<file path="src/rtl/deserializer_frame_ctrl_pkg.sv">
// Shared types and sizing for the deserializer frame sequencer.
// Optional parity feature macro: DESER_PARITY_CHECK_EN.
package deser_pkg;

  localparam int DESER_DATA_BITS = 8;
  localparam int CNT_W           = $clog2(DESER_DATA_BITS + 1);

  typedef enum logic [1:0] {
    IDLE   = 2'd0,
    DATA   = 2'd1,
    PARITY = 2'd2,
    STOP   = 2'd3
  } state_e;

endpackage

</file>
<file path="src/rtl/deserializer_frame_ctrl_if.sv">
// Serial-side and consumer-side signal bundle of the frame sequencer.
// The slave modport is the sequencer; master is the pin/deserializer/consumer side.
interface deser_if #(
  parameter int DATA_BITS = 8
);

  logic                 in_bit;
  logic [DATA_BITS-1:0] in_des_data;
  logic                 in_ready;
  logic                 out_des_enable;
  logic                 out_des_bit;
  logic [DATA_BITS-1:0] out_data;
  logic                 out_valid;
  logic                 out_busy;
  logic                 out_frame_err;
  logic                 out_overrun;
  logic                 out_parity_err;

  modport slave (
    input  in_bit, in_des_data, in_ready,
    output out_des_enable, out_des_bit, out_data, out_valid,
           out_busy, out_frame_err, out_overrun, out_parity_err
  );

  modport master (
    output in_bit, in_des_data, in_ready,
    input  out_des_enable, out_des_bit, out_data, out_valid,
           out_busy, out_frame_err, out_overrun, out_parity_err
  );

endinterface

</file>
<file path="src/rtl/deserializer_frame_ctrl.sv">
// Frame sequencer: start-bit detect, deserializer gating, stop/parity check, valid/ready output.
// Define DESER_PARITY_CHECK_EN to add an even-parity bit after the data bits.
module deserializer_frame_ctrl
  import deser_pkg::*;
#(
  parameter int DATA_BITS = DESER_DATA_BITS,
  parameter int STOP_BITS = 1
) (
  input  logic   in_clock,
  input  logic   in_reset_n,
  deser_if.slave bus
);

  localparam int CW = $clog2(DATA_BITS + 1);

  state_e               state_q, state_d;
  logic [CW-1:0]        cnt_q, cnt_d;
  logic [DATA_BITS-1:0] data_q, data_d;
  logic                 valid_q, valid_d;
  logic                 ferr_q, ferr_d;
  logic                 ovr_q, ovr_d;
`ifdef DESER_PARITY_CHECK_EN
  logic                 perr_q, perr_d;
`endif

  // State, counter, output word and sticky flags.
  always_ff @(posedge in_clock or negedge in_reset_n) begin
    if (!in_reset_n) begin
      state_q <= IDLE;
      cnt_q   <= '0;
      data_q  <= '0;
      valid_q <= 1'b0;
      ferr_q  <= 1'b0;
      ovr_q   <= 1'b0;
`ifdef DESER_PARITY_CHECK_EN
      perr_q  <= 1'b0;
`endif
    end else begin
      state_q <= state_d;
      cnt_q   <= cnt_d;
      data_q  <= data_d;
      valid_q <= valid_d;
      ferr_q  <= ferr_d;
      ovr_q   <= ovr_d;
`ifdef DESER_PARITY_CHECK_EN
      perr_q  <= perr_d;
`endif
    end
  end

  // Next-state decode; a word consumed at this edge frees the slot for a delivery at the same edge.
  always_comb begin
    state_d = state_q;
    cnt_d   = cnt_q;
    data_d  = data_q;
    valid_d = valid_q;
    ferr_d  = ferr_q;
    ovr_d   = ovr_q;
`ifdef DESER_PARITY_CHECK_EN
    perr_d  = perr_q;
`endif
    if (valid_q && bus.in_ready) begin
      valid_d = 1'b0;
    end else begin
      valid_d = valid_q;
    end
    case (state_q)
      IDLE: begin
        if (!bus.in_bit) begin
          state_d = DATA;
          cnt_d   = '0;
        end else begin
          state_d = IDLE;
        end
      end
      DATA: begin
        if (cnt_q == CW'(DATA_BITS - 1)) begin
          cnt_d = '0;
`ifdef DESER_PARITY_CHECK_EN
          state_d = PARITY;
`else
          state_d = STOP;
`endif
        end else begin
          cnt_d = cnt_q + CW'(1);
        end
      end
`ifdef DESER_PARITY_CHECK_EN
      PARITY: begin
        if (^{bus.in_des_data, bus.in_bit}) begin
          perr_d = 1'b1;
        end else begin
          perr_d = perr_q;
        end
        cnt_d   = '0;
        state_d = STOP;
      end
`endif
      STOP: begin
        if (!bus.in_bit) begin
          ferr_d  = 1'b1;
          state_d = IDLE;
        end else if (cnt_q == CW'(STOP_BITS - 1)) begin
          state_d = IDLE;
          if (!valid_q || bus.in_ready) begin
            data_d  = bus.in_des_data;
            valid_d = 1'b1;
          end else begin
            ovr_d = 1'b1;
          end
        end else begin
          cnt_d = cnt_q + CW'(1);
        end
      end
      default: begin
        state_d = IDLE;
        cnt_d   = '0;
      end
    endcase
  end

  assign bus.out_des_enable = (state_q == DATA);
  assign bus.out_des_bit    = bus.in_bit;
  assign bus.out_data       = data_q;
  assign bus.out_valid      = valid_q;
  assign bus.out_busy       = (state_q != IDLE);
  assign bus.out_frame_err  = ferr_q;
  assign bus.out_overrun    = ovr_q;
`ifdef DESER_PARITY_CHECK_EN
  assign bus.out_parity_err = perr_q;
`else
  assign bus.out_parity_err = 1'b0;
`endif

endmodule

</file>
<file path="src/flat_wrapper.sv">
// flat-port wrapper written by rule: the top's interface ports become plain ports
module deserializer_frame_ctrl_flat import deser_pkg::*;
#(
  parameter int DATA_BITS = DESER_DATA_BITS,
  parameter int STOP_BITS = 1
)
  (in_clock, in_reset_n, bus_in_bit, bus_in_des_data, bus_in_ready, bus_out_des_enable, bus_out_des_bit, bus_out_data, bus_out_valid, bus_out_busy, bus_out_frame_err, bus_out_overrun, bus_out_parity_err);
  deser_if #(.DATA_BITS(DATA_BITS)) bus_i ();
  input  logic in_clock;
  input  logic in_reset_n;
  input wire logic [$bits(bus_i.in_bit)-1:0] bus_in_bit;
  input wire logic [$bits(bus_i.in_des_data)-1:0] bus_in_des_data;
  input wire logic [$bits(bus_i.in_ready)-1:0] bus_in_ready;
  output wire logic [$bits(bus_i.out_des_enable)-1:0] bus_out_des_enable;
  output wire logic [$bits(bus_i.out_des_bit)-1:0] bus_out_des_bit;
  output wire logic [$bits(bus_i.out_data)-1:0] bus_out_data;
  output wire logic [$bits(bus_i.out_valid)-1:0] bus_out_valid;
  output wire logic [$bits(bus_i.out_busy)-1:0] bus_out_busy;
  output wire logic [$bits(bus_i.out_frame_err)-1:0] bus_out_frame_err;
  output wire logic [$bits(bus_i.out_overrun)-1:0] bus_out_overrun;
  output wire logic [$bits(bus_i.out_parity_err)-1:0] bus_out_parity_err;
  assign bus_i.in_bit = bus_in_bit;
  assign bus_i.in_des_data = bus_in_des_data;
  assign bus_i.in_ready = bus_in_ready;
  assign bus_out_des_enable = bus_i.out_des_enable;
  assign bus_out_des_bit = bus_i.out_des_bit;
  assign bus_out_data = bus_i.out_data;
  assign bus_out_valid = bus_i.out_valid;
  assign bus_out_busy = bus_i.out_busy;
  assign bus_out_frame_err = bus_i.out_frame_err;
  assign bus_out_overrun = bus_i.out_overrun;
  assign bus_out_parity_err = bus_i.out_parity_err;
  deserializer_frame_ctrl #(.DATA_BITS(DATA_BITS), .STOP_BITS(STOP_BITS)) u_core (.in_clock(in_clock), .in_reset_n(in_reset_n), .bus(bus_i));
endmodule
</file>
<file path="config.mk">
export PLATFORM = sky130hd
export DESIGN_NAME = deserializer_frame_ctrl_flat
export DESIGN_NICKNAME = d
export VERILOG_FILES = /design/src/rtl/deserializer_frame_ctrl_pkg.sv /design/src/rtl/deserializer_frame_ctrl_if.sv /design/src/rtl/deserializer_frame_ctrl.sv /design/src/flat_wrapper.sv
export SDC_FILE = /design/constraint.sdc
export NUM_CORES = 1
export LEC_CHECK = 0
export BUFFER_PORTS_ARGS = -buffer_cell sky130_fd_sc_hd__buf_2
export CAP_MARGIN = 25
export CORE_AREA = 5 5 52 54
export DETAILED_ROUTE_END_ITERATION = 7
export DIE_AREA = 0 0 57 59
export PLACE_DENSITY = 0.75
export SLEW_MARGIN = 40
export SYNTH_ARGS = -nofsm -noshare
export SYNTH_HDL_FRONTEND = slang
export SYNTH_SLANG_ARGS = --single-unit
</file>
<file path="constraint.sdc">
create_clock -name in_clock -period 2.6 [get_ports in_clock]
set_input_delay 0.52 -clock in_clock [delete_from_list [all_inputs] [get_ports in_clock]]
set_output_delay 0.52 -clock in_clock [all_outputs]
set_load 0.1 [all_outputs]
</file>
# == Word-level counts from Yosys, hierarchy flattened ==
# Index checks and enable logic that the tools add are counted.
# totals
reg_bits,17
latchBits,0
ram_bits,0
mem_bits_ro,0
input_bits,12
output_inout_bits,15
word_cells,43
memories,0
# op_classes
addsub,1
mul,0
div_mod_pow,0
n_lt_le_gt_ge,0
n_eq_ne,8
n_shift,0
mux,15
n_bitwise,2
reduce_logical,11
# op_table
operator,count
4-bit two-way mux,4
4-bit case mux with 3 select lines,1
4-bit AND reduction,2
1-bit two-way mux,6
2-bit two-way mux,3
"2-bit inequality test, second input constant",3
2-bit case mux with 3 select lines,1
"4-bit by 1-bit adder with 4-bit output, second input constant",1
"4-bit by 3-bit == test with 1-bit output, second input constant",1
4-bit logical NOT,1
2-bit AND reduction,2
"3-bit by 2-bit inequality test with 1-bit output, second input constant",1
3-bit AND reduction,1
"2-bit by 1-bit == test with 1-bit output, second input constant",1
"2-bit == test, second input constant",1
2-bit logical NOT,1
"2-bit by 1-bit inequality test with 1-bit output, second input constant",1
1-bit NOT,2
2-bit nonzero test,1
1-bit logical AND,1
1-bit logical NOT,1
1-bit logical OR,1

# == Depth between registers and ports, before layout ==
# Gate-level depths: netlist of the first run.
# logic_depth
word_depth,6
ltp_mapped,5
mapped_depth_nobuf,5

# == Worst setup path before layout of the first run ==
# Ideal clock, no wire load.
# synth_timing
path_kind,register to register
from,register u_core.state_q[1]
to,register u_core.cnt_q[0]
setup_ps,90
t_arrival_ps,2389
t_required_ps,2510
path_slack_ps,122
path_stages_with_launch,5
n_path_buf,1
period_less_slack_ps,2478
path_cell_list,dfrtp_1 > buf_2 > nor2b_1 > a22oi_1 > a22oi_1
# synth_via
word_cells_on_any_way,8
cone_classes,eq/ne: 5; mux: 1; reduce/logical: 2
# synth_lines
element,line_no,text
from (decl),deserializer_frame_ctrl.sv:16,"state_e state_q, state_d;"
from (signal assigned),deserializer_frame_ctrl.sv:39,state_q <= state_d;
2-bit by 1-bit == test with 1-bit output,n/a,
via bus_out_des_enable,flat_wrapper.sv:14,output wire logic [$bits(bus_i.out_des_enable)-1:0] bus_out_des_enable;
4-bit case mux with 3 select lines,deserializer_frame_ctrl.sv:67,case (state_q)
to (signal assigned),deserializer_frame_ctrl.sv:40,cnt_q <= cnt_d;
to (decl),deserializer_frame_ctrl.sv:17,"logic [CW-1:0] cnt_q, cnt_d;"
# The timed path passes the listed nets, and every way through them passes these cells.
# A chain may end at the register's enable or synchronous reset.

# == Final worst setup path of the first run ==
# layout_timing
from,register u_core.cnt_q[0]
to,"register u_core.data_q[3], in the netlist u_core.bus.out_data[3]"
# layout_via
elab_chain_len,2
# layout_lines
element,line_no,text
4-bit logical NOT,deserializer_frame_ctrl.sv:103,end else if (cnt_q == CW'(STOP_BITS - 1)) begin
4-bit AND reduction (no line),n/a,
to (signal assigned),deserializer_frame_ctrl.sv:41,data_q <= data_d;
to (decl),deserializer_frame_ctrl.sv:18,"logic [DATA_BITS-1:0] data_q, data_d;"
# No other way between the ends.

==> results of run 1 <==
logic make-up (layout without fill, tap and decap cells):
kind of cell | after synthesis | count (layout) | share of synthesized area
flip-flops | 17 | 17 | 0.504
AO/OA/AOI/OAI | 12 | 12 | 0.108
buffers and inverters | 7 | 32 | 0.0430
multiplexers | 8 | 8 | 0.107
other | 1 | 1 | 0.00444
XOR/XNOR | 1 | 1 | 0.0104
adder cells (fa/ha/maj) | 2 | 2 | 0.0296
AND/OR/NAND/NOR | 25 | 25 | 0.194
flip-flops by register name, summed over array words and instances, names as in the netlist:
name	cells
u_core.bus.out_overrun	1
u_core.cnt_q	4
u_core.bus.out_frame_err	1
u_core.bus.out_data	8
u_core.state_q	2
u_core.bus.out_valid	1
worst reg2reg max path, stage by stage (launching register included):
cell and delay (ns):
dfrtp_1 0.40, inv_1 0.10, ha_1 0.18, or3b_4 0.41, nor3b_4 0.40, mux2_2 0.38
cells in the final DEF (no fill, tap or decap):
master / instances
nand3_1: 2
buf_2: 25
nand2b_1: 2
o2bb2ai_1: 1
nand4_1: 1
a21o_2: 1
and3_1: 2
o211ai_1: 1
or2_2: 1
o21bai_1: 1
and2_1: 1
clkinv_2: 1
nor3b_4: 1
nand4bb_1: 1
xor2_1: 1
conb_1: 1
nor2b_1: 2
nand2_1: 6
nor3b_1: 2
a22oi_1: 2
or3b_4: 1
clkbuf_4: 3
inv_1: 3
nand3b_1: 1
nor2_1: 1
mux2_2: 8
a31o_2: 1
ha_1: 2
dfrtp_1: 17
o22ai_1: 2
and2b_1: 1
a21o_1: 3
layer usage:
layer | GRT usage | vias up | wire [um]
li1 | - | 307 | -
met1 | 0.143 | 296 | 776
met2 | 0.142 | 28 | 615
met3 | 0.0392 | 4 | 176
met4 | 0.0497 | 0 | 30
met5 | 0 | - | 0
area by class of cell:
type | instances | area [sq um] | share of cell area
clock buffer | 3 | 22.5 | 0.0224
multi-input combinational | 49 | 383 | 0.380
timing repair buffer | 25 | 125 | 0.124
tap | 28 | 35.0 | 0.0348
clock inverter | 1 | 5.00 | 0.00497
sequential | 17 | 425 | 0.422
inverter | 3 | 11.3 | 0.0112
final timing paths:
kind / from / end / slack, ns / cells after the start
worst max-delay path: u_core.cnt_q[0]$_DFFE_PN0P_ / u_core.bus.out_data[3]$_DFFE_PN0P_ / 0.62 / 5
worst min-delay path: in_reset_n / u_core.bus.out_data[7]$_DFFE_PN0P_ / 0.13 / 1
worst max register to register: u_core.cnt_q[0]$_DFFE_PN0P_ / u_core.bus.out_data[3]$_DFFE_PN0P_ / 0.62 / 5
worst min register to register: u_core.bus.out_overrun$_DFFE_PN0P_ / u_core.bus.out_overrun$_DFFE_PN0P_ / 0.48 / 1
max in group asynchronous: in_reset_n / u_core.bus.out_valid$_DFF_PN0_ / 2.19 / 1
min in group in_clock: bus_in_des_data[7] / u_core.bus.out_data[7]$_DFFE_PN0P_ / 0.46 / 2
metrics by stage:
stage | cell area [sq um] | setup slack (ns) | utilization | hold WS (ns) | instances
final | 1010 | 0.622 | 0.464 | 0.128 | 126
after global routing | 1010 | 0.504 | 0.464 | 0.143 | 126
after CTS | 1010 | 0.608 | 0.464 | 0.138 | 126
after detailed placement | 980 | 0.617 | 0.452 | 0.459 | 122
after global placement | 980 | 0.673 | 0.452 | 0.453 | 122
after floorplan | 845 | 0.122 | - | 0.224 | 73
==> impl_metrics.ini, run 1 <==
[status]
status = complete, no violations

[global_routing]
grt_overflow_total = 0
grt_use_total = 0.104
grt_pass1_wl_mm = 2.68
grt_pass1_vias = 591
antenna_found_initial = 0
grt_max_degree = 18

[cts]
cts_tree = built
clock_latency_ns = 0.29
hold_buffers = 0
path_clk_slew_ns = 0.10
cts_htree_levels = 1
post-cts-setup-buffers = 0
cts_resized = 0
clock_sinks = 17
cts_root_buf = clkbuf_4
clk_path_buf_depth = 2
cts_made_buffers = 3

[detailed_routing]
antenna_left = 0
dr_total_vias = 635
drc = 0
via_per_inst = 5.04
drt_iter0_drc = 9
dr.pass1.iters = 4
routed_wl_mm = 1.60
wl_per_cell_um = 12.7

[finish]
drive_above_1_share = 0.429
n_antenna_cell = 0
area_delta_synth_final_pct = 19.3
fill_cells = 224
layout.nets = 113

[floorplan]
num_rows = 17
initial_utilization = 0.389
dieArea_sq_um = 3360
core_area_sq_um = 2170
die_y_um = 59
dieWidth_um = 57
ios = 27

[synthesis]
yosys_warnings = 0
synthFlopType = dfrtp_1
synthArstFlopShare = 1.00
yosysMostFrequentCell = dfrtp_1
yosysTopAreaCellShare = 0.504
synth_edf_count = 0
synth_nets = 87
yosysTopAreaCell = dfrtp_1
ys_ff_latch = 17
yosys-top-cells-count = dfrtp_1, mux2_2, nand2_1
synth_area_leaders = dfrtp_1, mux2_2, ha_1
syn_avg_cell_area_sq_um = 11.6
syn-instance-count = 73
synth.distinct_cells = 31
syn_area_sq_um = 845
seq_area_frac_synth = 0.504

[critical_path]
cp-end-kind = flip-flop
cp_top_family = simple AND/OR/NAND/NOR gates
crit_required_ns = 2.78
crit_path_start_kind = flip-flop
slowest_delay_ns = 0.41
critPathBufInv = 1
critPathMaxFanout = 8
path_cells = inv_1, ha_1, or3b_4, nor3b_4, mux2_2
worst-setup-path-type = reg -> reg
cp.arrival_ns = 2.15
cp_slowest_cell = or3b_4

[min_path]
hold_path_class = in -> async

[timing]
fmax_mhz = 506
slew_viol_final = 0
hold_viol_final = 0
fin_crit_ns = 1.98
setup_viol = 0
final.setup.tns_ns = 0
period_share = 0.761
skew_ns = 0.00766
grt_setup_unrepaired = false

[placed_design]
io_buffers = 25
dpl.hpwl_mm = 1.24
finalWeightedCongestion = 0.806

[flow_run]
cap_violations = 0
Power of run 1 is left out: the tool's default activity adds up to more than one toggle a clock period on the data nets, which glitch-free logic cannot reach.
==> run 2, diff against run 1 <==
ABC_AREA = 1   (was not set)
CORE_AREA = 5 5 53 55   (was 5 5 52 54)
DIE_AREA = 0 0 58 60   (was 0 0 57 59)
PLACE_DENSITY = 0.77   (was 0.75)
clock period = 1.7 ns   (was 2.6 ns; I/O delays follow)
==> run 2 against run 1 <==
Compared with the run above: clock skew is 0.0057 ns lower; global-route usage is 1.7 points higher; first-iteration DRC count is 22% lower; utilization is 0.42 points higher; count of clock-buffer cells in the layout is 1 higher; cell count is 30% higher; critical path type is now reg -> out; largest cell class unchanged.
==> impl_metrics.ini, run 2 <==
[cts]
post-cts-setup-buffers = 0
cts_resized = 0
clock_sinks = 17
hold_buffers = 1
path_clk_slew_ns = 0.10
cts_tree = built
clk_path_buf_depth = 2
cts_made_buffers = 3
clock_latency_ns = 0.28
cts_htree_levels = 1
cts_root_buf = clkbuf_4

[detailed_routing]
dr.pass1.iters = 4
drt_iter0_drc = 7
routed_wl_mm = 1.77
antenna_left = 0
dr_total_vias = 731
drc = 0
via_per_inst = 4.46
wl_per_cell_um = 10.8

[synthesis]
muxShareOfSynthArea = 0
syn_avg_cell_area_sq_um = 8.30
synth_area_leaders = dfrtp_1, nand2_1, inv_1
synthArstFlopShare = 1.00
syn_area_sq_um = 880
yosys_warnings = 0
synthFlopType = dfrtp_1
yosys-top-cells-count = nand2_1, inv_1, dfrtp_1
synth_top_family_by_area = simple AND/OR/NAND/NOR gates
yosysMostFrequentCell = nand2_1
yosys.area_share.adder = 0.0284
yosysTopAreaCell = dfrtp_1
synth.distinct_cells = 19
synth_nets = 120
ys_ff_latch = 17
yosys.area_share.simple = 0.255
seq_area_frac_synth = 0.484
synth-compound-area-share = 0.114
yosysTopAreaCellShare = 0.484
synth-xor-area-share = 0
syn-instance-count = 106
synth_edf_count = 0

[timing]
fmax_mhz = 626
period_share = 0.940
skew_ns = 0.00201
fin_crit_ns = 1.60
final.setup.tns_ns = 0
setup_viol = 0
grt_setup_unrepaired = false
hold_viol_final = 0
slew_viol_final = 0

[placed_design]
dpl.hpwl_mm = 1.46
io_buffers = 25
placedCellCount = 159
finalWeightedCongestion = 0.784

[finish]
final_cell_mix = nand2_1, buf_2, inv_1
fill_cells = 233
n_antenna_cell = 0
layout.nets = 149
post-route-util = 0.468
finalNonFillerCells = 164
drive_above_1_share = 0.328
final_common_cell = nand2_1
largest_reg_flops = 8
area_delta_synth_final_pct = 24.8

[critical_path]
crit_path_start_kind = flip-flop
critPathMaxFanout = 6
crit_required_ns = 1.36
cp.arrival_ns = 1.26
cp-end-kind = output port
worst-setup-path-type = reg -> out
reg2reg_depth = 8

[global_routing]
grt_pass1_vias = 772
grt_max_degree = 18
antenna_found_initial = 0
grt_pass1_wl_mm = 3.17
grt_overflow_total = 0
grt_use_total = 0.120

[flow_run]
cap_violations = 0

[floorplan]
core_area_sq_um = 2340
initial_utilization = 0.376
num_rows = 18
ios = 27
dieArea_sq_um = 3480
die_y_um = 60
dieWidth_um = 58

[min_path]
hold_path_class = in -> reg
whs_path_depth = 3

[status]
status = complete, no violations
[run 2: changes by cell type after synthesis, moves of 3 or more]
| cell | previous run | this run |
|---|---|---|
| a21o_1 | 3 | 0 |
| inv_1 | 3 | 19 |
| mux2_2 | 8 | 0 |
| nand2_1 | 6 | 33 |
| nand2_2 | 0 | 3 |
| nand3_1 | 2 | 7 |
| nor2_1 | 1 | 5 |
| o21ai_2 | 0 | 8 |
[run 2: logic make-up (layout without fill, tap and decap cells)]
kind of cell,count (synthesis),count (layout)
AOI/OAI and AO/OA,12,12
adders and majority gates,2,2
buffers and inverters,23,51
DFF,17,17
other,1,1
and+or+nand+nor,51,51
[run 2: layout make-up]
type	instances	area [sq um]	area share
flip-flops and latches	17	425	0.388
inverters	20	75.1	0.0684
clock buffers	4	26.3	0.0239
multi-input cells	66	360	0.328
repair buffers	27	173	0.157
well taps	30	37.5	0.0342
[run 2: path summary, 6_finish.rpt]
kind                                                      startpoint                                    to  slack, ns
worst max-delay path                   u_core.state_q[0]$_DFFE_PN0P_                          bus_out_busy       0.10
worst min-delay path                              bus_in_des_data[2]    u_core.bus.out_data[2]$_DFFE_PN0P_       0.29
worst max register to register           u_core.cnt_q[0]$_DFFE_PN0P_    u_core.bus.out_data[7]$_DFFE_PN0P_       0.26
worst min register to register  u_core.bus.out_frame_err$_DFFE_PN0P_  u_core.bus.out_frame_err$_DFFE_PN0P_       0.48
max in group asynchronous                                 in_reset_n           u_core.cnt_q[1]$_DFFE_PN0P_       0.93
min in group asynchronous                                 in_reset_n    u_core.bus.out_data[5]$_DFFE_PN0P_       0.50
[run 2: critical path: stages, from the launching register on]
cell and delay (ns):
dfrtp_1 0.44, inv_1 0.21, nand2_1 0.14, buf_12 0.19
[run 2: per-stage QoR]
step | cell area (sq um) | hold WS, ns | setup WS (ns)
final | 1100 | 0.287 | 0.103
after global routing | 1100 | 0.264 | 0.0400
after CTS | 1100 | 0.278 | 0.0902
after detailed placement | 1060 | 0.286 | 0.272
after global placement | 1060 | 0.276 | 0.342
after floorplan | 887 | 0.0444 | 0.0436
[run 2: per-layer routing]
metal	vias to the layer above	part of all wire	global-route usage
li1	377	-	-
met1	326	0.46	0.143
met2	24	0.47	0.200
met3	4	0.059	0.0281
met4	0	0.017	0.0662
met5	-	0	0
Power of run 2 is left out for the same reason.
==> run 3, diff against run 2 <==
ABC_AREA = 0   (was 1)
CORE_AREA = 8 8 55 57   (was 5 5 53 55)
DIE_AREA = 0 0 63 65   (was 0 0 58 60)
==> run 3 against run 2 <==
Compared with the run above: the flow now finishes with violations (setup timing); fmax shrank 10%; final area up 9.9%; global-route usage fell by 1.6 points; critical path type is now reg -> reg; highest routed layer unchanged.
==> impl_metrics.ini, run 3 (synthesized netlist as in run 1, its figures left out) <==
[critical_path]
crit_path_start_kind = flip-flop
worst-setup-path-type = reg -> reg
crit_required_ns = 1.87
cp.arrival_ns = 1.94
cp-end-kind = flip-flop
critPathMaxFanout = 8

[flow_run]
cap_violations = 0

[placed_design]
io_buffers = 25
finalWeightedCongestion = 0.894
post_dp_cell_area_sq_um = 1090
dpl.hpwl_mm = 1.51
placedCellCount = 131

[finish]
post-route-util = 0.561
area_delta_synth_final_pct = 42.8
layout.nets = 127
fin_area_sq_um = 1210
n_antenna_cell = 0
drive_above_1_share = 0.536
largest_reg_flops = 8
final_cell_mix = buf_2, dfrtp_1, buf_4
finalNonFillerCells = 140
final_common_cell = buf_2

[status]
status = finished, violations left
violations = setup timing

[detailed_routing]
drc = 0
dr_total_vias = 695
antenna_left = 0
drt_iter0_drc = 15
wl_per_cell_um = 14.3
routed_wl_mm = 2.00
via_per_inst = 4.96
dr.pass1.iters = 4

[floorplan]
initial_utilization = 0.393
num_rows = 17
dieWidth_um = 63
die_y_um = 65
core_area_sq_um = 2150
ios = 27
dieArea_sq_um = 4100

[cts]
cts_made_buffers = 3
cts_tree = built
path_clk_slew_ns = 0.09
cts_root_buf = clkbuf_4
clock_sinks = 17
cts_htree_levels = 1
clock_latency_ns = 0.28
clk_path_buf_depth = 2

[timing]
grt_setup_unrepaired = true
worst_slack_ns = -0.0739
skew_ns = 0.00116
slew_viol_final = 0
hold_viol_final = 0
final.setup.tns_ns = -0.542
fmax_mhz = 564
setup_viol = 8
period_share = 1.04
fin_crit_ns = 1.77

[global_routing]
grt_pass1_wl_mm = 3.53
antenna_found_initial = 0
grt_pass1_vias = 789
grt_max_degree = 18
grt_use_total = 0.104
grt_overflow_total = 0

[min_path]
hold_path_class = in -> reg
run 3: final timing paths:
kind	start	endpoint	slack [ns]	cells after the start
worst max-delay path	u_core.cnt_q[0]$_DFFE_PN0P_	u_core.bus.out_data[3]$_DFFE_PN0P_	-0.07	6
worst min-delay path	bus_in_des_data[0]	u_core.bus.out_data[0]$_DFFE_PN0P_	0.29	2
worst max register to register	u_core.cnt_q[0]$_DFFE_PN0P_	u_core.bus.out_data[3]$_DFFE_PN0P_	-0.07	6
worst min register to register	u_core.bus.out_frame_err$_DFFE_PN0P_	u_core.bus.out_frame_err$_DFFE_PN0P_	0.49	1
max in group asynchronous	in_reset_n	u_core.bus.out_valid$_DFF_PN0_	0.91	2
min in group asynchronous	in_reset_n	u_core.bus.out_data[7]$_DFFE_PN0P_	0.50	2
run 3: critical path: stages, from the launching register on:
cell     delay [ns]
dfrtp_1        0.40
inv_2          0.08
ha_4           0.12
or3b_4         0.39
nor3b_4        0.18
buf_6          0.18
mux2_4         0.31
run 3: metal layers:
| layer | part of all wire | wire [um] | vias up | track usage |
|---|---|---|---|---|
| li1 | - | - | 333 | - |
| met1 | 0.45 | 896 | 326 | 0.117 |
| met5 | 0 | 0 | - | 0 |
| met2 | 0.42 | 834 | 34 | 0.163 |
| met4 | 0.0070 | 14 | 0 | 0.0399 |
| met3 | 0.13 | 251 | 2 | 0.0584 |
run 3: timing repair:
item | CTS | global route
hold buffers | 1 | 0
resized for setup | 14 | 1
cloned | 0 | 0
pin swaps | 2 | 2
setup buffers | 3 | 1
setup endpoints to repair | 11 | 10
hold endpoints to repair | 17 | 0
run 3: cell type report:
class | instances | area (sq um)
Fill cell | 192 | 942
Multi-Input combinational cell | 49 | 440
Sequential cell | 17 | 427
Timing Repair Buffer | 39 | 267
Tap cell | 28 | 35.0
Clock buffer | 4 | 26.3
Inverter | 3 | 11.3
run 3: stage by stage:
step	setup slack [ns]	hold WS, ns
6_report	-0.0739	0.292
4_1_cts	-0.0832	0.284
5_1_grt	-0.150	0.266
2_1_floorplan	-0.144	0.0444
3_5_place_dp	-0.177	0.279
3_3_place_gp	-0.112	0.276
Power of run 3 is left out for the same reason.
